`src/rtl/recv_all_pkg.sv`:
```
// recv_all_pkg: definitions shared by the inter-board receive path and the
// matching send path.
//   - message field widths and the link word width / word count
//   - word-index constants naming which field each word carries
//   - recv_single handshake state encodings
//   - next_word_idx(): word index advance with wrap after the last word
package recv_all_pkg;

    localparam int unsigned WORD_W     = 6;
    localparam int unsigned WORD_CNT   = 6;

    localparam int unsigned MSG_TYPE_W = 4;
    localparam int unsigned BLOCK_X_W  = 5;
    localparam int unsigned BLOCK_Y_W  = 3;
    localparam int unsigned CARD_W     = 6;
    localparam int unsigned SEL_LEN_W  = 3;
    localparam int unsigned MOVE_DIR_W = 1;

    localparam logic [2:0] IDX_MSG_TYPE = 3'd0;
    localparam logic [2:0] IDX_BLOCK_X  = 3'd1;
    localparam logic [2:0] IDX_BLOCK_Y  = 3'd2;
    localparam logic [2:0] IDX_CARD     = 3'd3;
    localparam logic [2:0] IDX_SEL_LEN  = 3'd4;
    localparam logic [2:0] IDX_MOVE_DIR = 3'd5;

    typedef enum logic [1:0] {
        WAIT_REQ_UP   = 2'd0,
        WAIT_REQ_DOWN = 2'd1,
        FIN           = 2'd2
    } rs_state_e;

    function automatic logic [2:0] next_word_idx(input logic [2:0] idx);
        if (idx == 3'(WORD_CNT - 1)) begin
            return IDX_MSG_TYPE;
        end else begin
            return idx + 3'd1;
        end
    endfunction

endpackage

```
`src/rtl/recv_all_single.sv`:
```
// recv_single: receives one 6-bit word over a four-phase Request/Ack link.
// Ports:
//   clk, rst       clock; synchronous active-high reset
//   req_in         asynchronous request from the peer board
//   data_in        peer data word, stable while req_in is high
//   ack            acknowledge to the peer (high in WAIT_REQ_DOWN)
//   word           word latched when the synchronized request is seen high
//   word_done      one-cycle pulse in FIN: word is complete
module recv_single
    import recv_all_pkg::*;
(
    input  logic              clk,
    input  logic              rst,
    input  logic              req_in,
    input  logic [WORD_W-1:0] data_in,
    output logic              ack,
    output logic [WORD_W-1:0] word,
    output logic              word_done
);

    logic      req_meta_r;
    logic      req_sync_r;
    rs_state_e state_r;
    rs_state_e state_nxt_s;
    logic      latch_s;

    // Two-flop synchronizer on the asynchronous request line.
    always_ff @(posedge clk) begin
        if (rst) begin
            req_meta_r <= 1'b0;
            req_sync_r <= 1'b0;
        end else begin
            req_meta_r <= req_in;
            req_sync_r <= req_meta_r;
        end
    end

    // Handshake next-state decision and word-latch enable.
    always_comb begin
        state_nxt_s = state_r;
        latch_s     = 1'b0;
        case (state_r)
            WAIT_REQ_UP: begin
                if (req_sync_r) begin
                    state_nxt_s = WAIT_REQ_DOWN;
                    latch_s     = 1'b1;
                end else begin
                    state_nxt_s = WAIT_REQ_UP;
                end
            end
            WAIT_REQ_DOWN: begin
                if (!req_sync_r) begin
                    state_nxt_s = FIN;
                end else begin
                    state_nxt_s = WAIT_REQ_DOWN;
                end
            end
            FIN: begin
                state_nxt_s = WAIT_REQ_UP;
            end
            default: begin
                state_nxt_s = WAIT_REQ_UP;
            end
        endcase
    end

    // State register; ack and word_done are registered decodes of the next
    // state so they change on the same edge as the state itself.
    always_ff @(posedge clk) begin
        if (rst) begin
            state_r   <= WAIT_REQ_UP;
            ack       <= 1'b0;
            word_done <= 1'b0;
            word      <= {WORD_W{1'b0}};
        end else begin
            state_r   <= state_nxt_s;
            ack       <= (state_nxt_s == WAIT_REQ_DOWN);
            word_done <= (state_nxt_s == FIN);
            if (latch_s) begin
                word <= data_in;
            end
        end
    end

endmodule

```
`src/rtl/recv_all.sv`:
```
// recv_all: reassembles six link words from the peer board into one
// game-control message for GameControl.
// Ports:
//   clk, rst, interboard_rst   clock; either reset (sync, active high) clears all
//   Request_in, inter_data_in  four-phase link input from the peer board
//   Ack_out                    link acknowledge to the peer board
//   ctrl_valid                 one-cycle pulse: ctrl_* hold a new message
//   ctrl_msg_type .. ctrl_move_dir  message fields, held until the next message
//   rx_busy                    a message is partially received
//   rx_error                   one-cycle pulse on inter-word timeout abort
// Optional feature: define RECV_TIMEOUT_EN to abort a partial message after
// TIMEOUT_CYCLES idle cycles between words; otherwise rx_error is tied low.
module recv_all
    import recv_all_pkg::*;
#(
    parameter int unsigned TIMEOUT_CYCLES = 1000000
) (
    input  logic       clk,
    input  logic       rst,
    input  logic       interboard_rst,
    input  logic       Request_in,
    input  logic [5:0] inter_data_in,
    output logic       Ack_out,
    output logic       ctrl_valid,
    output logic [3:0] ctrl_msg_type,
    output logic [4:0] ctrl_block_x,
    output logic [2:0] ctrl_block_y,
    output logic [5:0] ctrl_card,
    output logic [2:0] ctrl_sel_len,
    output logic [0:0] ctrl_move_dir,
    output logic       rx_busy,
    output logic       rx_error
);

    logic                  rst_all_s;
    logic [WORD_W-1:0]     word_s;
    logic                  word_done_s;
    logic [2:0]            idx_r;
    logic [2:0]            idx_inc_s;
    logic [MSG_TYPE_W-1:0] f_msg_type_r;
    logic [BLOCK_X_W-1:0]  f_block_x_r;
    logic [BLOCK_Y_W-1:0]  f_block_y_r;
    logic [CARD_W-1:0]     f_card_r;
    logic [SEL_LEN_W-1:0]  f_sel_len_r;

    assign rst_all_s = rst | interboard_rst;
    assign idx_inc_s = next_word_idx(idx_r);

    recv_single u_single (
        .clk       (clk),
        .rst       (rst_all_s),
        .req_in    (Request_in),
        .data_in   (inter_data_in),
        .ack       (Ack_out),
        .word      (word_s),
        .word_done (word_done_s)
    );

`ifdef RECV_TIMEOUT_EN
    localparam int unsigned CNT_W = $clog2(TIMEOUT_CYCLES + 1);
    localparam logic [CNT_W-1:0] CNT_LIMIT = CNT_W'(TIMEOUT_CYCLES);

    logic [CNT_W-1:0] tmo_cnt_r;
    logic             rx_idle_s;

    // recv_single sits in WAIT_REQ_UP exactly when it is neither acking nor finishing.
    assign rx_idle_s = ~Ack_out & ~word_done_s;
`else
    localparam int unsigned unused_timeout_cycles = TIMEOUT_CYCLES;

    assign rx_error = 1'b0;
`endif

    // Word index, field registers, output registers and inter-word timeout.
    always_ff @(posedge clk) begin
        if (rst_all_s) begin
            idx_r         <= IDX_MSG_TYPE;
            f_msg_type_r  <= {MSG_TYPE_W{1'b0}};
            f_block_x_r   <= {BLOCK_X_W{1'b0}};
            f_block_y_r   <= {BLOCK_Y_W{1'b0}};
            f_card_r      <= {CARD_W{1'b0}};
            f_sel_len_r   <= {SEL_LEN_W{1'b0}};
            ctrl_valid    <= 1'b0;
            ctrl_msg_type <= 4'd0;
            ctrl_block_x  <= 5'd0;
            ctrl_block_y  <= 3'd0;
            ctrl_card     <= 6'd0;
            ctrl_sel_len  <= 3'd0;
            ctrl_move_dir <= 1'b0;
            rx_busy       <= 1'b0;
`ifdef RECV_TIMEOUT_EN
            tmo_cnt_r     <= {CNT_W{1'b0}};
            rx_error      <= 1'b0;
`endif
        end else begin
            ctrl_valid <= 1'b0;
`ifdef RECV_TIMEOUT_EN
            rx_error   <= 1'b0;
`endif
            if (word_done_s) begin
                // A completed word always wins over a simultaneous timeout.
                idx_r   <= idx_inc_s;
                rx_busy <= (idx_inc_s != IDX_MSG_TYPE);
`ifdef RECV_TIMEOUT_EN
                tmo_cnt_r <= {CNT_W{1'b0}};
`endif
                case (idx_r)
                    IDX_MSG_TYPE: f_msg_type_r <= word_s[MSG_TYPE_W-1:0];
                    IDX_BLOCK_X:  f_block_x_r  <= word_s[BLOCK_X_W-1:0];
                    IDX_BLOCK_Y:  f_block_y_r  <= word_s[BLOCK_Y_W-1:0];
                    IDX_CARD:     f_card_r     <= word_s[CARD_W-1:0];
                    IDX_SEL_LEN:  f_sel_len_r  <= word_s[SEL_LEN_W-1:0];
                    IDX_MOVE_DIR: begin
                        // Last word goes straight to the outputs with the rest.
                        ctrl_msg_type <= f_msg_type_r;
                        ctrl_block_x  <= f_block_x_r;
                        ctrl_block_y  <= f_block_y_r;
                        ctrl_card     <= f_card_r;
                        ctrl_sel_len  <= f_sel_len_r;
                        ctrl_move_dir <= word_s[MOVE_DIR_W-1:0];
                        ctrl_valid    <= 1'b1;
                    end
                    default: begin
                        // Unreachable index: restart the message.
                        idx_r   <= IDX_MSG_TYPE;
                        rx_busy <= 1'b0;
                    end
                endcase
            end
`ifdef RECV_TIMEOUT_EN
            else if ((idx_r != IDX_MSG_TYPE) && rx_idle_s) begin
                if (tmo_cnt_r == CNT_LIMIT) begin
                    idx_r     <= IDX_MSG_TYPE;
                    rx_busy   <= 1'b0;
                    tmo_cnt_r <= {CNT_W{1'b0}};
                    rx_error  <= 1'b1;
                end else begin
                    tmo_cnt_r <= tmo_cnt_r + CNT_W'(1);
                end
            end
`endif
        end
    end

endmodule

```
`config.mk`:
```
export PLATFORM = sky130hd
export DESIGN_NAME = recv_all
export DESIGN_NICKNAME = d
export VERILOG_FILES = /design/src/rtl/recv_all_pkg.sv /design/src/rtl/recv_all_single.sv /design/src/rtl/recv_all.sv
export SDC_FILE = /design/constraint.sdc
export NUM_CORES = 1
export LEC_CHECK = 0
export CAP_MARGIN = 0
export CORE_MARGIN = 2
export CORE_UTILIZATION = 47
export CTS_CLUSTER_SIZE = 20
export DETAILED_ROUTE_END_ITERATION = 10
export PLACE_DENSITY_LB_ADDON = 0.05
export SLEW_MARGIN = 25
export SYNTH_ARGS = -nofsm -noshare
export SYNTH_HDL_FRONTEND = slang
export SYNTH_SLANG_ARGS = --single-unit
export TNS_END_PERCENT = 20
```
`constraint.sdc`:
```
create_clock -name clk -period 1.6 [get_ports clk]
set_clock_uncertainty 0.05 [all_clocks]
set_input_delay 0.24 -clock clk [delete_from_list [all_inputs] [get_ports clk]]
set_output_delay 0.24 -clock clk [all_outputs]
set_load 0.02 [all_outputs]
```
Word-level counts from Yosys, hierarchy flattened
Index checks and enable logic that the tools add are counted.
{"block": "word_totals", "register_bits": 60, "inputBits": 10, "output_inout_bits": 26, "elab_cells": 51}
{"block": "classes", "addsub": 1, "n_eq_ne": 8, "mux": 9, "n_bitwise": 2, "n_reduce_logical": 11}
{"operator": "AND reduction 2 bit", "count": 6}
{"operator": "== test 3 x 2 -> 1 bit, second input constant", "count": 2}
{"operator": "== test 3 bit, second input constant", "count": 2}
{"operator": "two-way mux 3 bit", "count": 2}
{"operator": "OR reduction 6 bit", "count": 1}
{"operator": "two-way mux 1 bit", "count": 5}
{"operator": "== test 2 x 1 -> 1 bit, second input constant", "count": 2}
{"operator": "case mux 2 bit (2 select lines)", "count": 1}
{"operator": "adder 3 x 1 -> 3 bit, second input constant", "count": 1}
{"operator": "== test 3 x 1 -> 1 bit, second input constant", "count": 1}
{"operator": "logical NOT 3 bit", "count": 1}
{"operator": "nonzero test 3 bit", "count": 1}
{"operator": "== test 2 bit, second input constant", "count": 1}
{"operator": "logical NOT 2 bit", "count": 1}
{"operator": "two-way mux 2 bit", "count": 1}
{"operator": "OR reduction 2 bit", "count": 1}
{"operator": "inverter 1 bit", "count": 1}
{"operator": "OR 1 bit", "count": 1}

Logic depth before layout (Yosys ltp)
Gate-level depths: netlist of run 1.
{"block": "logic_depth", "ltp_word": 4, "mapped_depth": 7, "mapped_depth_nobuf": 5}

Cells and area by module
A second synthesis of run 1 with hierarchy kept.
{"block": "unflattened", "cells_unflattened": 244, "area_unflattened_um2": 2243.4}
{"module": "recv_all", "n_inst": 1, "cells_each": 208, "area_per_inst_um2": 1828.0, "seq_area_each_um2": 960.9}
{"module": "recv_single", "n_inst": 1, "cells_each": 36, "area_per_inst_um2": 415.4, "seq_area_each_um2": 220.2}

Worst setup path after synthesis of run 1
No wires, ideal clock.
{"block": "synth_path", "path_type": "register to register", "start": "reg idx_r[1]", "end": "reg idx_r[2]", "t_arrival_ns": 1.351, "required_time_ns": 1.433, "slack_ns": 0.082, "path_stages_with_launch": 8, "path_buffers": 2, "synth_period_minus_slack_ns": 1.518, "cell_sequence": "dfxtp_1 > buf_6 > and2_1 > ha_1 > buf_2 > nor2b_1 > o21ai_0 > a32o_1"}
{"block": "synth_via", "elab_chain_len": 3}
{"item": "start: declaration", "line": "recv_all.sv:38", "text": "logic [2:0] idx_r;"}
{"item": "start signal: assignment", "line": "recv_all.sv:102", "text": "idx_r <= idx_inc_s;"}
{"item": "adder 3 x 1 -> 3 bit, or another cell as far along", "line": "recv_all_pkg.sv:36", "text": "return idx + 3'd1;"}
{"item": "two-way mux 3 bit or OR reduction 6 bit (tied branches)"}
{"item": "two-way mux 3 bit *", "line": "recv_all.sv:107", "text": "case (idx_r)"}
Every way passes the cells marked *; elsewhere a longest branch is shown, timed or not.
A chain may end at the register's enable or synchronous reset.

Worst setup path in the final report of run 1
{"block": "layout_path", "start": "reg ctrl_msg_type[0]", "end": "out ctrl_msg_type[0]"}
{"item": "start: declaration", "line": "recv_all.sv:25", "text": "output logic [3:0] ctrl_msg_type,"}
{"item": "start signal: assignment", "line": "recv_all.sv:115", "text": "ctrl_msg_type <= f_msg_type_r;"}
No word-level cell between the ends.

==> flow_summary.toml, run 1 <==
[global_routing]
grt_first_pass_wirelength_mm = 7.12
grtUsageMet1_pct = 23.8
grt-ovfl-total = 0
grt_pass1_vias = 1510
grt.met3_usage_pct = 4.58
grt_max_degree = 40
grt_antenna_before_repair = 0
grtUsageTotal_pct = 17.9
top_usage_layer = "met2"
grt_use_met2_pct = 26.6

[worst_setup_path]
path_delay_family = "buffers and inverters"
startpoint_type = "register"
slowest_stage = "clkdlybuf4s50_1"
cp.arrival_ns = 1.26
crit_chain = "clkdlybuf4s50_1"
r2r-end = "f_msg_type_r[1]"
slowest_delay_ns = 0.60
r2r_slack_ns = 0.16
crit_required_ns = 1.31
end_kind = "primary output"
cp_num_buf_inv = 1
r2r_cells = 4
crit_path_end = "ctrl_msg_type[0]"
reg2reg_from = "u_single.state_r[1]"
cp_max_fo = 2
cp.depth = 1
cp-startpoint = "ctrl_msg_type[0]"
critPathKind = "reg -> out"

[routing]
wl_per_cell_um = 12.6
drt_wl_total_mm = 4.26
vias = 1698
viasPerCell = 5.02
drcViolationCount = 0
drtAntennaViolNets = 0
drtPass1Iterations = 4
drtIter0Drc = 89

[floorplanning]
die_h_um = 72.2
num_rows = 24
io_pins = 36
die_area_mm2 = 0.00522
die_w_um = 72.2
core_mm2 = 0.00441
start_util_pct = 49.5

[place]
io_buffers = 34
place_congestion = 0.758
place_area_mm2 = 0.00262
hpwl_mm = 2.84
post-place-ws_ns = 0.0989

[final_layout]
areaGrowthSynthToFinish_pct = 32.2
final_nets = 292
antenna_cells = 0
n_fill_cell = 400
fin_area_mm2 = 0.00289
drive_gt1_share_pct = 12.6

[sta]
timing.final.ws_setup_ns = 0.0480
rsz0062_at_grt = "no"
fin_crit_ns = 1.55
fmax_mhz = 644
setup_viol = 0
slew_viol_final = 0
finalSetupTns_ns = 0
hold_violations = 0
period_share_pct = 97.0
fin_hold_ws_ns = 0.397

[pwr]
power_mw = 3.30
leakage_nw = 1.01
power_density_mw_per_mm2 = 1140
ir_worst_vdd_v = 0.00104

[synthesis]
ys_seq_area_share_pct = 53.1
ys.flop_type = "dfxtp_1"
netlist.area_leader.share_pct = 53.1
syn-cell-area_mm2 = 0.00219
synth_nets = 250
synth-seq-cells = 58
ys_types = 31
yosys_warnings = 0
ys_async_sr_fraction_pct = 0
synth_edf_count = 0
syn_inst = 239
yosys.area.top_type = "dfxtp_1"
synth.area.top_cells = "dfxtp_1 (53%), mux2i_1 (9.6%), nand2_1 (8.8%)"
avgSynthCellArea_um2 = 9.15

[job]
cap_violations = 0

[cts]
clkSlewWorstSetupHoldPaths_ns = 0.06
cts-root-buf = "clkbuf_8"
cts_tree = "done"
clk_latency_ns = 0.33
clock-sinks = 58
cts_setup_buffers = 0
cts_max_level = 3
clock_path_buffers = 2
cts_made_buffers = 9
cts_hold_buf = 0

[status]
status = "finished, final reports clean"

[worst_hold_path]
hp-class = "reg -> reg"
## metal layers
metal  up-vias  part of all wire [%]  wire, um
met3         5                   3.9       166
li1        876                     -         -
met2        34                    46      1940
met5         -                     0         0
met4         0                   1.1        46
met1       783                    49      2100
## registers in the layout, summed over array words and instances, names as in the netlist, 3 cells and up
register,cells
u_single.word,6
f_sel_len_r,3
ctrl_sel_len,3
f_card_r,6
ctrl_block_x,5
idx_r,3
ctrl_msg_type,4
ctrl_card,6
f_msg_type_r,4
f_block_y_r,3
ctrl_block_y,3
f_block_x_r,5
## layout by cell type, fill, tap and decap left out, types with 2 or more instances in the layout
cell type	count
nand2_1	51
clkbuf_8	10
dfxtp_1	57
a21oi_1	31
nor2_1	24
nor2b_1	2
mux2i_1	21
nand3_1	7
dlymetal6s2s_1	3
and2_1	4
and4bb_2	2
o21ai_0	2
buf_4	14
inv_1	2
bufinv_16	4
clkdlybuf4s50_1	30
nand2b_1	3
## worst min path at each step
stage                             start             endpoint  slack [ns]  cells past startpoint
global route             f_sel_len_r[1]      ctrl_sel_len[1]        0.43                      2
global placement    u_single.req_meta_r  u_single.req_sync_r        0.36                      1
finish              u_single.req_meta_r  u_single.req_sync_r        0.40                      1
floorplan                    Request_in  u_single.req_meta_r        0.31                      1
detailed placement  u_single.req_meta_r  u_single.req_sync_r        0.39                      1
CTS                 u_single.req_sync_r  u_single.state_r[1]        0.40                      1
## layout make-up
cell class	count	area, um2	area share, %
Clock buffer	11	141	4.89
Clock inverter	5	125	4.33
Inverter	2	7.51	0.260
Multi-Input combinational cell	161	917	31.7
Sequential cell	58	1160	40.2
Tap cell	52	65.1	2.25
Timing Repair Buffer	49	472	16.3
## repair_timing
action / CTS / global route
endpoints found under the setup margin: 1 / 4
cloned: 0 / 0
resized for setup: 1 / 4
## kinds of logic (layout without fill, tap and decap cells)
| group | after synthesis | count (layout) | synth area share (%) |
|---|---|---|---|
| simple gates | 102 | 102 | 22.8 |
| flops | 58 | 58 | 53.1 |
| compound gates | 35 | 35 | 8.30 |
| mux | 21 | 21 | 9.61 |
| buf+inv | 20 | 67 | 4.98 |
| fa+ha+maj | 2 | 2 | 1.03 |
| other cells | 1 | 1 | 0.171 |
## synth_stat cells, types with 2 or more instances
cell and number:
and4bb_2 2, buf_4 3, and2_1 4, a21oi_1 31, mux2i_1 21, nand2_1 51, dfxtp_1 58, clkbuf_1 6
nand3_1 7, buf_2 6, buf_6 2, o21ai_0 2, nand2b_1 3, inv_1 2, nor2b_1 2, nor2_1 24
## per-stage QoR
| stage | instances | utilization [%] |
|---|---|---|
| global placement | 322 | 59.3 |
| CTS | 338 | 65.3 |
| global route | 338 | 65.5 |
| finish | 338 | 65.5 |
| floorplan | 239 | - |
| detailed placement | 322 | 59.3 |
## where the power goes
group          switching (mW)  total, mW  internal [mW]
combinational          0.0326     0.0647         0.0320
clock                   0.556       1.79           1.23
sequential            0.00183       1.45           1.45
total                   0.590       3.30           2.71
(Power assumes the default switching activity.)
==> inputs of run 2 (changes only) <==
- ABC_AREA: not set -> 0
- RECOVER_POWER: not set -> 100
==> flow_summary.toml, run 2 (synthesis results as in run 1) <==
[status]
status = "finished, final reports clean"

[final_layout]
antenna_cells = 0
mostFrequentLayoutCells = "dfxtp_1 (57), nand2_1 (51), a21oi_1 (31), clkdlybuf4s50_1 (29), nor2_1 (24)"
top_regs = "ctrl_card x6, f_card_r x6, u_single.word x6"
final_common_cell = "dfxtp_1"
areaGrowthSynthToFinish_pct = 30.3
n_fill_cell = 406
drive_gt1_share_pct = 11.2
final_util_pct = 64.6
final_nets = 292
fin_area_mm2 = 0.00285

[worst_setup_path]
path_delay_family = "buffers and inverters"
cp_max_fo = 2
cp.depth = 1
slowest_stage = "clkdlybuf4s50_1"
cp.arrival_ns = 1.26
slowest_delay_ns = 0.60
end_kind = "primary output"
startpoint_type = "register"
r2r-end = "f_block_x_r[3]"
cp_num_buf_inv = 1
crit_required_ns = 1.31
r2r_slack_ns = 0.09
r2r_cells = 5
crit_chain = "clkdlybuf4s50_1"
critPathKind = "reg -> out"
reg2reg_from = "idx_r[0]"

[cts]
clock-sinks = 58
clk_latency_ns = 0.32
cts_tree = "done"
clkSlewWorstSetupHoldPaths_ns = 0.06
cts_max_level = 3
clock_path_buffers = 2
cts_made_buffers = 9
cts-root-buf = "clkbuf_8"
cts_setup_buffers = 0
cts_hold_buf = 0

[place]
place_congestion = 0.758
place_area_mm2 = 0.00262
io_buffers = 34
hpwl_mm = 2.84

[routing]
viasPerCell = 4.98
drcViolationCount = 0
drt_wl_total_mm = 4.22
wl_per_cell_um = 12.5
drtAntennaViolNets = 0
drtPass1Iterations = 4
drtIter0Drc = 62
vias = 1682

[floorplanning]
core_mm2 = 0.00441
num_rows = 24
io_pins = 36
die_area_mm2 = 0.00522
die_h_um = 72.2
die_w_um = 72.2
start_util_pct = 49.5

[pwr]
power_mw = 3.30
ir_worst_vdd_v = 0.00104
leakage_nw = 0.946
power_density_mw_per_mm2 = 1160

[global_routing]
grt_first_pass_wirelength_mm = 7.12
grt_pass1_vias = 1510
grt-ovfl-total = 0
grtUsageTotal_pct = 17.9
grt_antenna_before_repair = 0
grt_max_degree = 40

[sta]
fin_crit_ns = 1.55
period_share_pct = 96.9
hold_violations = 0
slew_viol_final = 0
setup_viol = 0
fin_hold_ws_ns = 0.400
fmax_mhz = 645
rsz0062_at_grt = "no"
finalSetupTns_ns = 0

[worst_hold_path]
holdPathStages = 1
whs_endpoint = "u_single.state_r[1]"
worstHoldStart = "u_single.req_sync_r"
hp-class = "reg -> reg"

[job]
cap_violations = 0
-- run 2: what timing repair did --
action	CTS	global route
endpoints found under the setup margin	1	4
gates resized for setup	1	4
gates cloned	0	0
-- run 2: how the worst max path moves through the flow --
stage | start | end
floorplan | idx_r[1] | idx_r[2]
global placement | interboard_rst | idx_r[2]
detailed placement | interboard_rst | idx_r[2]
CTS | ctrl_msg_type[3] | ctrl_msg_type[3]
global route | ctrl_card[3] | ctrl_card[3]
finish | ctrl_msg_type[0] | ctrl_msg_type[0]
-- run 2: report_power, final --
group	switching [mW]	total [mW]	internal [mW]
Combinational	0.0325	0.0631	0.0306
Clock	0.553	1.79	1.23
Sequential	0.00186	1.45	1.45
Total	0.588	3.30	2.71
-- run 2: routing by layer --
layer  share of wire, %  global-route usage [%]
met5                  0                       0
met4                1.1                    10.1
met3                3.7                    4.58
met2                 47                    26.6
met1                 49                    23.8
-- run 2: through the flow --
stage | instances | setup WS, ns
after floorplan | 239 | 0.0816
final | 338 | 0.0489
after global routing | 338 | 0.00246
after global placement | 322 | 0.114
after detailed placement | 322 | 0.0989
after CTS | 338 | 0.00129
-- run 2: layout make-up --
cell class,count,area [um2],share of cell area (%)
inverter,2,7.51,0.263
clock buffer,11,141,4.96
multi-input combinational,161,917,32.2
sequential,58,1160,40.8
timing repair buffer,49,432,15.1
clock inverter,5,125,4.39
tap,52,65.1,2.28
-- run 2: worst register-to-register path, stage by stage, from the launching register on --
cell      delay [ns]
dfxtp_1         0.32
clkbuf_4        0.20
nor4bb_1        0.27
clkbuf_2        0.27
mux2i_1         0.23
nor2_1          0.05
